## src/rtl/dma_address.sv

```systemverilog
// dma_address: descriptor-driven byte/nibble DMA bridge.
// Takes one address/length descriptor from the CPU side and passes it on to
// the memory side. It then moves len bytes between the 8-bit CPU port and the
// 4-bit memory port. Each byte travels as two nibbles, low nibble first.
//
// state    | meaning
// ---------+-----------------------------------------------------------
// ADDR_IN  | idle, waiting for a CPU descriptor
// ADDR_OUT | presenting the latched descriptor to memory
// C_FILL   | CPU->MEM: waiting for the next CPU byte
// W_LO     | CPU->MEM: offering the low nibble of buf to memory
// W_HI     | CPU->MEM: offering the high nibble of buf to memory
// M_LO     | MEM->CPU: waiting for the low nibble from memory
// M_HI     | MEM->CPU: waiting for the high nibble from memory
// C_OUT    | MEM->CPU: offering the assembled byte to the CPU
module dma_address (
  input  logic        clk,
  input  logic        resetn,
  input  logic        mode,
  input  logic        address_in_valid,
  output logic        address_in_enable,
  input  logic [31:0] addr_in,
  input  logic [31:0] len_in,
  output logic        address_out_valid,
  input  logic        address_out_enable,
  output logic [31:0] addr_out,
  output logic [31:0] len_out,
  input  logic        cpu_to_dma_valid,
  output logic        cpu_to_dma_enable,
  input  logic [7:0]  cpu_data_out,
  output logic        dma_to_cpu_valid,
  input  logic        dma_to_cpu_enable,
  output logic [7:0]  cpu_data_in,
  input  logic        mem_to_dma_valid,
  output logic        mem_to_dma_enable,
  input  logic [3:0]  mem_data_out,
  output logic        dma_to_mem_valid,
  input  logic        dma_to_mem_enable,
  output logic [3:0]  mem_data_in
);

  localparam logic [2:0] ADDR_IN  = 3'd0;
  localparam logic [2:0] ADDR_OUT = 3'd1;
  localparam logic [2:0] C_FILL   = 3'd2;
  localparam logic [2:0] W_LO     = 3'd3;
  localparam logic [2:0] W_HI     = 3'd4;
  localparam logic [2:0] M_LO     = 3'd5;
  localparam logic [2:0] M_HI     = 3'd6;
  localparam logic [2:0] C_OUT    = 3'd7;

  logic [2:0]  state_q, state_d;
  logic [31:0] addr_q, addr_d;
  logic [31:0] len_q, len_d;
  logic        dir_q, dir_d;
  logic [7:0]  buf_q, buf_d;
  logic [31:0] cnt_q, cnt_d;

  logic [31:0] cnt_inc;
  logic        last_byte;

  // cnt never exceeds len_q - 1 while a byte is in flight, so the increment
  // cannot wrap even when len_q is 2^32-1.
  assign cnt_inc   = cnt_q + 32'd1;
  assign last_byte = (cnt_inc == len_q);

  // Next-state and datapath updates; every transition needs a full handshake.
  always_comb begin
    state_d = state_q;
    addr_d  = addr_q;
    len_d   = len_q;
    dir_d   = dir_q;
    buf_d   = buf_q;
    cnt_d   = cnt_q;
    case (state_q)
      ADDR_IN: begin
        if (address_in_valid) begin
          addr_d  = addr_in;
          len_d   = len_in;
          dir_d   = mode;
          cnt_d   = 32'd0;
          state_d = ADDR_OUT;
        end
      end
      ADDR_OUT: begin
        if (address_out_enable) begin
          if (len_q == 32'd0) begin
            state_d = ADDR_IN;
          end else if (dir_q) begin
            state_d = C_FILL;
          end else begin
            state_d = M_LO;
          end
        end
      end
      C_FILL: begin
        if (cpu_to_dma_valid) begin
          buf_d   = cpu_data_out;
          state_d = W_LO;
        end
      end
      W_LO: begin
        if (dma_to_mem_enable) begin
          state_d = W_HI;
        end
      end
      W_HI: begin
        if (dma_to_mem_enable) begin
          cnt_d   = cnt_inc;
          state_d = last_byte ? ADDR_IN : C_FILL;
        end
      end
      M_LO: begin
        if (mem_to_dma_valid) begin
          buf_d[3:0] = mem_data_out;
          state_d    = M_HI;
        end
      end
      M_HI: begin
        if (mem_to_dma_valid) begin
          buf_d[7:4] = mem_data_out;
          state_d    = C_OUT;
        end
      end
      C_OUT: begin
        if (dma_to_cpu_enable) begin
          cnt_d   = cnt_inc;
          state_d = last_byte ? ADDR_IN : M_LO;
        end
      end
      default: begin
        state_d = ADDR_IN;
      end
    endcase
  end

  // State and datapath registers; reset discards any partial byte and count.
  always_ff @(posedge clk) begin
    if (resetn) begin
      state_q <= ADDR_IN;
      addr_q  <= 32'd0;
      len_q   <= 32'd0;
      dir_q   <= 1'b0;
      buf_q   <= 8'd0;
      cnt_q   <= 32'd0;
    end else begin
      state_q <= state_d;
      addr_q  <= addr_d;
      len_q   <= len_d;
      dir_q   <= dir_d;
      buf_q   <= buf_d;
      cnt_q   <= cnt_d;
    end
  end

  // Moore outputs. While reset is asserted, every output is gated to 0 at once,
  // before the reset edge is reached.
  always_comb begin
    address_in_enable = 1'b0;
    address_out_valid = 1'b0;
    cpu_to_dma_enable = 1'b0;
    dma_to_cpu_valid  = 1'b0;
    mem_to_dma_enable = 1'b0;
    dma_to_mem_valid  = 1'b0;
    addr_out          = 32'd0;
    len_out           = 32'd0;
    cpu_data_in       = 8'd0;
    mem_data_in       = 4'd0;
    if (!resetn) begin
      addr_out    = addr_q;
      len_out     = len_q;
      cpu_data_in = buf_q;
      mem_data_in = (state_q == W_HI) ? buf_q[7:4] : buf_q[3:0];
      case (state_q)
        ADDR_IN:  address_in_enable = 1'b1;
        ADDR_OUT: address_out_valid = 1'b1;
        C_FILL:   cpu_to_dma_enable = 1'b1;
        W_LO:     dma_to_mem_valid  = 1'b1;
        W_HI:     dma_to_mem_valid  = 1'b1;
        M_LO:     mem_to_dma_enable = 1'b1;
        M_HI:     mem_to_dma_enable = 1'b1;
        C_OUT:    dma_to_cpu_valid  = 1'b1;
        default:  address_in_enable = 1'b0;
      endcase
    end
  end

endmodule

```

## config.mk

```make
export PLATFORM = sky130hd
export DESIGN_NAME = dma_address
export DESIGN_NICKNAME = d
export VERILOG_FILES = /design/src/rtl/dma_address.sv
export SDC_FILE = /design/constraint.sdc
export NUM_CORES = 1
export LEC_CHECK = 0
export ABC_CLOCK_PERIOD_IN_PS = 2600
export BUFFER_PORTS_ARGS = -buffer_cell sky130_fd_sc_hd__buf_4
export CAP_MARGIN = 20
export CORE_ASPECT_RATIO = 1.1
export CORE_UTILIZATION = 50
export DETAILED_ROUTE_END_ITERATION = 16
export GPL_TIMING_DRIVEN = 1
export PLACE_DENSITY = 0.76
export SLEW_MARGIN = 20
export SYNTH_ARGS = -nofsm -noshare
export SYNTH_HDL_FRONTEND = slang
export SYNTH_SLANG_ARGS = --single-unit
```

## constraint.sdc

```tcl
create_clock -name clk -period 2.6 [get_ports clk]
set_input_delay 0.13 -clock clk [delete_from_list [all_inputs] [get_ports clk]]
set_output_delay 0.13 -clock clk [all_outputs]
set_load 0.02 [all_outputs]
```

==> results.toml, run 1 <==
[setup_path]
r2r_slack_ns = 0.13
cp-end-kind = "flop"
worstPathRequired_ns = 2.85
critPathKind = "flop to flop"
startpoint_type = "flop"
worstPathArrival_ns = 2.72
crit_fanout = 7
rr_worst_depth = 9
reg2reg_to = "state_q[1]"
r2r_start = "cnt_q[5]"

[floorplanning]
rows = 42
die_x_um = 109
initial_core_util_pct = 51.7
die_area_um2 = 13000
io_pins = 167
die_height_um = 119
core_um2 = 12100

[synthesis]
synth_edf_count = 0
synth_cells = 875
ys_types = 58
yosysTopAreaCell = "dfxtp_1"
async_reset_ff_share_pct = 0
synthFlopType = "dfxtp_1"
synthTopCellsByArea = "dfxtp_1 34%, nand2_1 11%, a21oi_1 9.7%, nor2b_1 7.5%, xnor2_1 4.0%"
yosys_warnings = 0
syn-num-nets = 961
synth.most_common_cell = "nand2_1"
ys_seq_area_share_pct = 34.5
synth_area_um2 = 6270
synth_commonest_cells = "181 x nand2_1, 122 x a21oi_1, 108 x dfxtp_1, 75 x nor2b_1, 62 x nor2_1"
avgSynthCellArea_um2 = 7.17
synth_seq_cells = 108
synth_top_cell_area_share_pct = 34.5

[sta]
fin_tns_setup_ns = 0
final_hold_viol_count = 0
max_freq_mhz = 405
setup_viol = 0
tightest_slew_ns = 0.691
fin_crit_ns = 2.47
drv_slew = 0
period_share_pct = 95.0
worst_clock_skew_ns = 0.00870
hold_slack_ns = 0.00882
relSlewSlack_pct = 53.9
rsz0062_at_grt = "true"

[global_routing]
antenna_found_initial = 0
grt_overflow = 0
grt_pass1_vias = 6068
grt_start_max_net_pins = 85
grt_use_total_pct = 29.8
grt_pass1_wl_um = 30200

[finish]
area_growth_pct = 30.6
fin_area_um2 = 8190
fin_cells = 1192
layout-drive-gt1-share_pct = 24.2
nNetsFinal = 1119
diodes = 0

[clocking]
cts_made_buffers = 9
root_buffer = "clkbuf_16"
clk_latency_ns = 0.36
path_clk_slew_ns = 0.08
htreeDepth = 3
clockBufferDepth = 2
cts.sinks = 108
tritoncts = "yes"

[detailed_routing]
vias = 6673
ant_nets = 0
wl_per_cell_um = 16.3
drc = 0
vias_per_cell = 5.60
initialDrtViolationCount = 480
wirelength_um = 19400
firstDrtPassIters = 5

[power_and_ir_drop]
clock_power_share_pct = 28.0
swShare_pct = 35.9
power.switching_w = 0.00185
p_leak_nw = 3.33
seqPwrFrac_pct = 39.4
ir_drop_mv = 0.524
power_density_nw_per_um2 = 629
internal-power_w = 0.00330
pwr-share-comb_pct = 32.6

[min_path]
hold_start = "addr_in[30]"
holdPathStages = 3
hold-path-endpoint = "addr_q[30]"
hp-class = "input port to flop"

[flow_run]
cap_violations = 0

[placement]
io_buffers = 166
dpl-instance-area_um2 = 7780
dp_cells = 1169
dp_hpwl_um = 14100
gp_congestion = 0.891

[status]
status = "completed"
[metrics by stage]
stage	power, W	setup slack [ns]	util [%]
floorplan	0.00310	0.228	-
global placement	0.00371	0.203	64.1
detailed placement	0.00373	0.131	64.1
CTS	0.00516	0.128	66.6
global route	0.00543	-0.0769	67.5
finish	0.00516	0.130	67.5
[state kept, by name, indices dropped and copies added (netlist names)]
name	cells
addr_q	32
cnt_q	32
len_q	32
buf_q	8
state_q	3
dir_q	1
[cells in the final DEF (no fill, tap or decap), types with 5 or more instances in the layout]
| cell | Yosys | routed |
|---|---|---|
| and2_1 | 7 | 6 |
| buf_4 | 3 | 207 |
| clkbuf_16 | 0 | 9 |
| a31oi_1 | 10 | 10 |
| nor2b_1 | 75 | 75 |
| o21ai_0 | 34 | 34 |
| nand2_1 | 181 | 180 |
| and4_1 | 7 | 5 |
| nand3_1 | 22 | 22 |
| inv_1 | 7 | 7 |
| nand4_1 | 16 | 16 |
| xor2_1 | 12 | 12 |
| a21oi_1 | 122 | 122 |
| nor3_1 | 14 | 13 |
| xnor2_1 | 29 | 29 |
| or3_1 | 7 | 7 |
| nor2_1 | 62 | 62 |
| dfxtp_1 | 108 | 104 |
| and3_1 | 7 | 5 |
| nor4_1 | 22 | 22 |
[worst max-delay path, stage by stage, from the launching register on]
cell     delay (ns)
dfxtp_1        0.44
and3_2         0.29
buf_4          0.17
nand4_1        0.22
nor3_2         0.28
a31oi_1        0.12
nor4_1         0.36
nand4_1        0.21
o21ai_0        0.19
nand2_1        0.09
[final cells by class]
type / count / area (um2)
Clock inverter: 6 / 76.3
Sequential cell: 108 / 2170
Fill cell: 1088 / 3950
Tap cell: 154 / 193
Clock buffer: 10 / 229
Multi-Input combinational cell: 693 / 3840
Timing Repair Buffer: 214 / 1650
Inverter: 7 / 26.3
[power groups by stage]
stage / registers, W / clock network [W] / logic, W
6_report: 0.00203 / 0.00144 / 0.00168
4_1_cts: 0.00203 / 0.00146 / 0.00167
5_1_grt: 0.00205 / 0.00154 / 0.00184
3_3_place_gp: 0.00206 / 0 / 0.00165
2_1_floorplan: 0.00198 / 0 / 0.00113
3_5_place_dp: 0.00206 / 0 / 0.00166
[worst max path at each step]
stage | from | end
floorplan | cnt_q[0] | state_q[2]
global placement | cnt_q[2] | state_q[1]
detailed placement | cnt_q[1] | state_q[2]
CTS | cnt_q[9] | state_q[1]
global route | cnt_q[5] | state_q[1]
finish | cnt_q[5] | state_q[1]
[routing by layer]
| metal | vias to the layer above | GRT usage [%] | wire length, um |
|---|---|---|---|
| met5 | - | 0 | 0 |
| met2 | 251 | 47.3 | 9240 |
| li1 | 3335 | - | - |
| met1 | 3062 | 38.2 | 8190 |
| met4 | 0 | 8.19 | 331 |
| met3 | 25 | 9.80 | 1650 |
[cells by family (layout without fill, tap and decap cells)]
logic type / Yosys count / in the layout / synth area share (%)
AOI/OAI and AO/OA: 199 / 199 / 17.8
xor gates and xnor gates: 41 / 41 / 5.72
adders and majority gates: 1 / 1 / 0.199
buffers and inverters: 75 / 237 / 4.97
DFF: 108 / 108 / 34.5
muxes: 4 / 4 / 0.638
and+or+nand+nor: 447 / 448 / 36.2
[repair_timing]
action | CTS | global route
endpoints found under the setup margin | 0 | 3
setup buffers | 0 | 2
hold buffers | 0 | 4
resized for setup | 0 | 13
hold endpoints to repair | 0 | 4
Note: power is estimated with default switching activity, not from simulation.
==> inputs of run 2 (changes only) <==
--- a/config.mk
+++ b/config.mk
@@ -12,7 +12,7 @@
 export CORE_UTILIZATION = 50
 export DETAILED_ROUTE_END_ITERATION = 16
 export GPL_TIMING_DRIVEN = 1
-export PLACE_DENSITY = 0.76
+export PLACE_DENSITY = 0.87
 export SLEW_MARGIN = 20
 export SYNTH_ARGS = -nofsm -noshare
 export SYNTH_HDL_FRONTEND = slang
==> results.toml, run 2 (synthesized netlist as in run 1, its figures left out) <==
[status]
status = "completed"

[power_and_ir_drop]
p_leak_nw = 3.26
power_density_nw_per_um2 = 619
ir_drop_mv = 0.460

[min_path]
hold-path-endpoint = "addr_q[9]"
hp-class = "input port to flop"
holdPathStages = 3
hold_start = "addr_in[9]"

[sta]
period_share_pct = 97.4
fin_crit_ns = 2.53
tightest_slew_ns = 0.695
max_freq_mhz = 395
final_hold_viol_count = 0
drv_slew = 0
setup_viol = 0
layout_setup_ws_ns = 0.0668
worst_clock_skew_ns = 0.00468
hold_slack_ns = 0.0255
relSlewSlack_pct = 53.7

[setup_path]
crit_start = "cnt_q[1]"
crit_fanout = 5
reg2reg_to = "state_q[0]"
r2r_slack_ns = 0.07
worstPathArrival_ns = 2.79
startpoint_type = "flop"
worstPathRequired_ns = 2.86
cp-end-kind = "flop"
rr_worst_depth = 9
critPathKind = "flop to flop"
r2r_start = "cnt_q[1]"

[floorplanning]
die_area_um2 = 13000
rows = 42
core_um2 = 12100
initial_core_util_pct = 51.7
die_height_um = 119
io_pins = 167
die_x_um = 109

[placement]
gp_congestion = 0.978
dp_hpwl_um = 13600
io_buffers = 166
dp_worst_setup_slack_ns = 0.0277

[clocking]
postCtsHoldBufs = 0
cts_made_buffers = 9
root_buffer = "clkbuf_16"
cts.sinks = 108
path_clk_slew_ns = 0.07
tritoncts = "yes"
clk_latency_ns = 0.34
clockBufferDepth = 2
htreeDepth = 3

[global_routing]
antenna_found_initial = 0
grt_use_met3_pct = 7.55
grt_overflow = 0
grt_pass1_vias = 6315
gr-usage-met2_pct = 46.8
grt_use_total_pct = 29.8
grt_pass1_wl_um = 30800
met1_usage_pct = 39.1
grt-busiest-layer = "met2"
grt_start_max_net_pins = 68

[finish]
area_growth_pct = 28.7
layout-drive-gt1-share_pct = 23.7
reg_top3 = "addr_q x32, cnt_q x32, len_q x32"
layout_commonest_cell = "buf_4"
layout_common_cells = "204 x buf_4, 180 x nand2_1, 122 x a21oi_1, 104 x dfxtp_1, 75 x nor2b_1"
diodes = 0
nNetsFinal = 1111

[detailed_routing]
drc = 0
ant_nets = 0
vias_per_cell = 5.76
vias = 6824
firstDrtPassIters = 6
wirelength_um = 19100
initialDrtViolationCount = 517
wl_per_cell_um = 16.1

[flow_run]
cap_violations = 0
-- run 2: report_power, final --
part           switching (W)  internal [W]
clock network       0.000616      0.000683
logic               0.000980      0.000685
registers           0.000198       0.00184
-- run 2: worst max-delay path, cell delays in order (launching register included) --
cell and delay [ns]:
dfxtp_1 0.39, ha_1 0.20, and3_4 0.25, nand4_4 0.15
or4_4 0.57, o31ai_1 0.24, nor4_1 0.11, nand4_1 0.17
nand4_1 0.14, a211oi_1 0.22
-- run 2: routing by layer --
metal	wire length (um)	vias to the layer above
met4	431	0
met5	0	-
met1	7790	3156
met3	1900	35
met2	9000	317
li1	-	3316
-- run 2: how the worst max path moves through the flow --
stage | endpoint | cells after the start
final | state_q[0] | 9
after global routing | state_q[0] | 8
after CTS | state_q[0] | 9
after detailed placement | state_q[0] | 9
after global placement | state_q[2] | 10
after floorplan | state_q[2] | 9
-- run 2: timing repair --
| action | in CTS | in global routing |
|---|---|---|
| gates resized for setup | 0 | 10 |
| setup buffers | 0 | 4 |
| endpoints found under the setup margin | 0 | 3 |
-- run 2: layout make-up --
type	count	area [um2]
Sequential cell	108	2170
Multi-Input combinational cell	693	3840
Clock inverter	4	30.0
Fill cell	996	4070
Clock buffer	12	246
Tap cell	154	193
Timing Repair Buffer	206	1570
Inverter	7	26.3
-- run 2: through the flow --
stage | util, % | TNS (ns) | power [W] | std cells | cell area, um2
6_report | 66.5 | 0 | 0.00500 | 1184 | 8070
5_1_grt | 66.5 | -0.111 | 0.00526 | 1184 | 8070
4_1_cts | 65.9 | 0 | 0.00500 | 1179 | 8000
3_5_place_dp | 63.6 | 0 | 0.00370 | 1163 | 7730
3_3_place_gp | 63.6 | 0 | 0.00368 | 1163 | 7730
2_1_floorplan | - | 0 | 0.00310 | 875 | 6270
==> inputs of run 3 (changes only) <==
--- a/config.mk
+++ b/config.mk
@@ -8,7 +8,7 @@
 export ABC_CLOCK_PERIOD_IN_PS = 2600
 export BUFFER_PORTS_ARGS = -buffer_cell sky130_fd_sc_hd__buf_4
 export CAP_MARGIN = 20
-export CORE_ASPECT_RATIO = 1.1
+export CORE_ASPECT_RATIO = 0.6
 export CORE_UTILIZATION = 50
 export DETAILED_ROUTE_END_ITERATION = 16
 export GPL_TIMING_DRIVEN = 1
==> results.toml, run 3 (synthesized netlist as in run 1, its figures left out) <==
[setup_path]
worstPathCellList = "buf_4, and4_1, nand2_1, buf_4, nor4_4, xnor2_1, and4_1, nand4_1, nand4_1, a311oi_1"
cpPeakStageDelay_ns = 0.38
endpoint = "state_q[2]"
startpoint_type = "flop"
worstPathArrival_ns = 2.69
r2r_slack_ns = 0.11
cp-end-kind = "flop"
slowest_stage = "dfxtp_1"
crit_fanout = 7
rr_worst_depth = 10
r2r_start = "cnt_q[15]"
crit_start = "cnt_q[15]"
reg2reg_to = "state_q[2]"
critPathKind = "flop to flop"
worstPathRequired_ns = 2.81

[floorplanning]
die_area_um2 = 13000
die_x_um = 147
die_height_um = 88.8
core_um2 = 12100
initial_core_util_pct = 51.7
io_pins = 167
rows = 31

[clocking]
cts_made_buffers = 9
htreeDepth = 3
cts.sinks = 108
postCtsHoldBufs = 0
path_clk_slew_ns = 0.08
clockBufferDepth = 2
tritoncts = "yes"
clk_latency_ns = 0.35
root_buffer = "clkbuf_16"

[sta]
fin_tns_setup_ns = 0
period_share_pct = 95.6
drv_slew = 0
tightest_slew_ns = 0.709
max_freq_mhz = 402
worst_clock_skew_ns = 0.00913
setup_viol = 0
fin_crit_ns = 2.49
final_hold_viol_count = 0
relSlewSlack_pct = 52.8
hold_slack_ns = 0.0178

[power_and_ir_drop]
p_total_w = 0.00518
power_density_nw_per_um2 = 635
ir_drop_mv = 0.378
p_leak_nw = 3.29

[min_path]
hp-class = "input port to flop"

[detailed_routing]
wl_per_cell_um = 16.4
vias_per_cell = 5.70
firstDrtPassIters = 6
wirelength_um = 19600
drc = 0
initialDrtViolationCount = 554
vias = 6788
ant_nets = 0

[global_routing]
grt_overflow = 0
grt_pass1_wl_um = 29800
grt_pass1_vias = 5671
grt_use_total_pct = 29.3
grt_start_max_net_pins = 67
antenna_found_initial = 1

[status]
status = "completed"

[finish]
final_util_pct = 67.2
layout_commonest_cell = "buf_4"
nNetsFinal = 1107
layout_common_cells = "198 x buf_4, 180 x nand2_1, 122 x a21oi_1, 101 x dfxtp_1, 75 x nor2b_1"
area_growth_pct = 30.1
fin_cells = 1190
layout-drive-gt1-share_pct = 24.4
diodes = 0
reg_top3 = "addr_q x32, cnt_q x32, len_q x32"

[placement]
dp_hpwl_um = 14300
dp_cells = 1171
gp_congestion = 0.966
io_buffers = 166

[flow_run]
cap_violations = 0
-- run 3: worst max-delay path, delay by kind of cell, from the launching register on --
family	cells	cell delay [ns]
xor gates and xnor gates	1	0.18
DFF	1	0.38
and+or+nand+nor	6	1.26
buffers and inverters	2	0.43
AOI/OAI and AO/OA	1	0.09
-- run 3: repair_timing --
item	CTS	global route
setup buffers	0	4
endpoints found under the setup margin	0	3
resized for setup	0	24
-- run 3: layer usage --
metal | part of all wire, % | vias to the layer above | track usage, %
li1 | - | 3314 | -
met1 | 47 | 3097 | 43.5
met2 | 40 | 365 | 41.0
met3 | 12 | 12 | 9.23
met4 | 0.40 | 0 | 5.49
met5 | 0 | - | 0
-- run 3: power breakdown --
part | total, W | switching [W] | internal (W) | leakage (nW)
sequential | 0.00204 | 0.000207 | 0.00184 | 0.884
combinational | 0.00171 | 0.00102 | 0.000693 | 2.26
clock | 0.00143 | 0.000665 | 0.000765 | 0.151
-- run 3: area by class of cell --
type	count	area (um2)
inverters	7	26.3
multi-input cells	692	3870
flip-flops and latches	108	2170
clock inverters	6	83.8
fillers	1028	3980
repair buffers	203	1580
clock buffers	9	225
well taps	165	206
-- run 3: worst min path at each step --
stage / depth (start not counted) / end / from
after floorplan: 2 / addr_q[0] / addr_in[0]
after global placement: 3 / addr_q[10] / addr_in[10]
after detailed placement: 3 / len_q[21] / len_in[21]
after CTS: 3 / addr_q[11] / addr_in[11]
after global routing: 3 / len_q[21] / len_in[21]
final: 3 / addr_q[31] / addr_in[31]
-- run 3: stage by stage --
step           setup WS, ns  area (um2)
2_1_floorplan         0.228        6270
3_3_place_gp          0.144        7730
3_5_place_dp         0.0699        7730
4_1_cts              0.0519        8040
5_1_grt             -0.0229        8160
6_report              0.114        8160
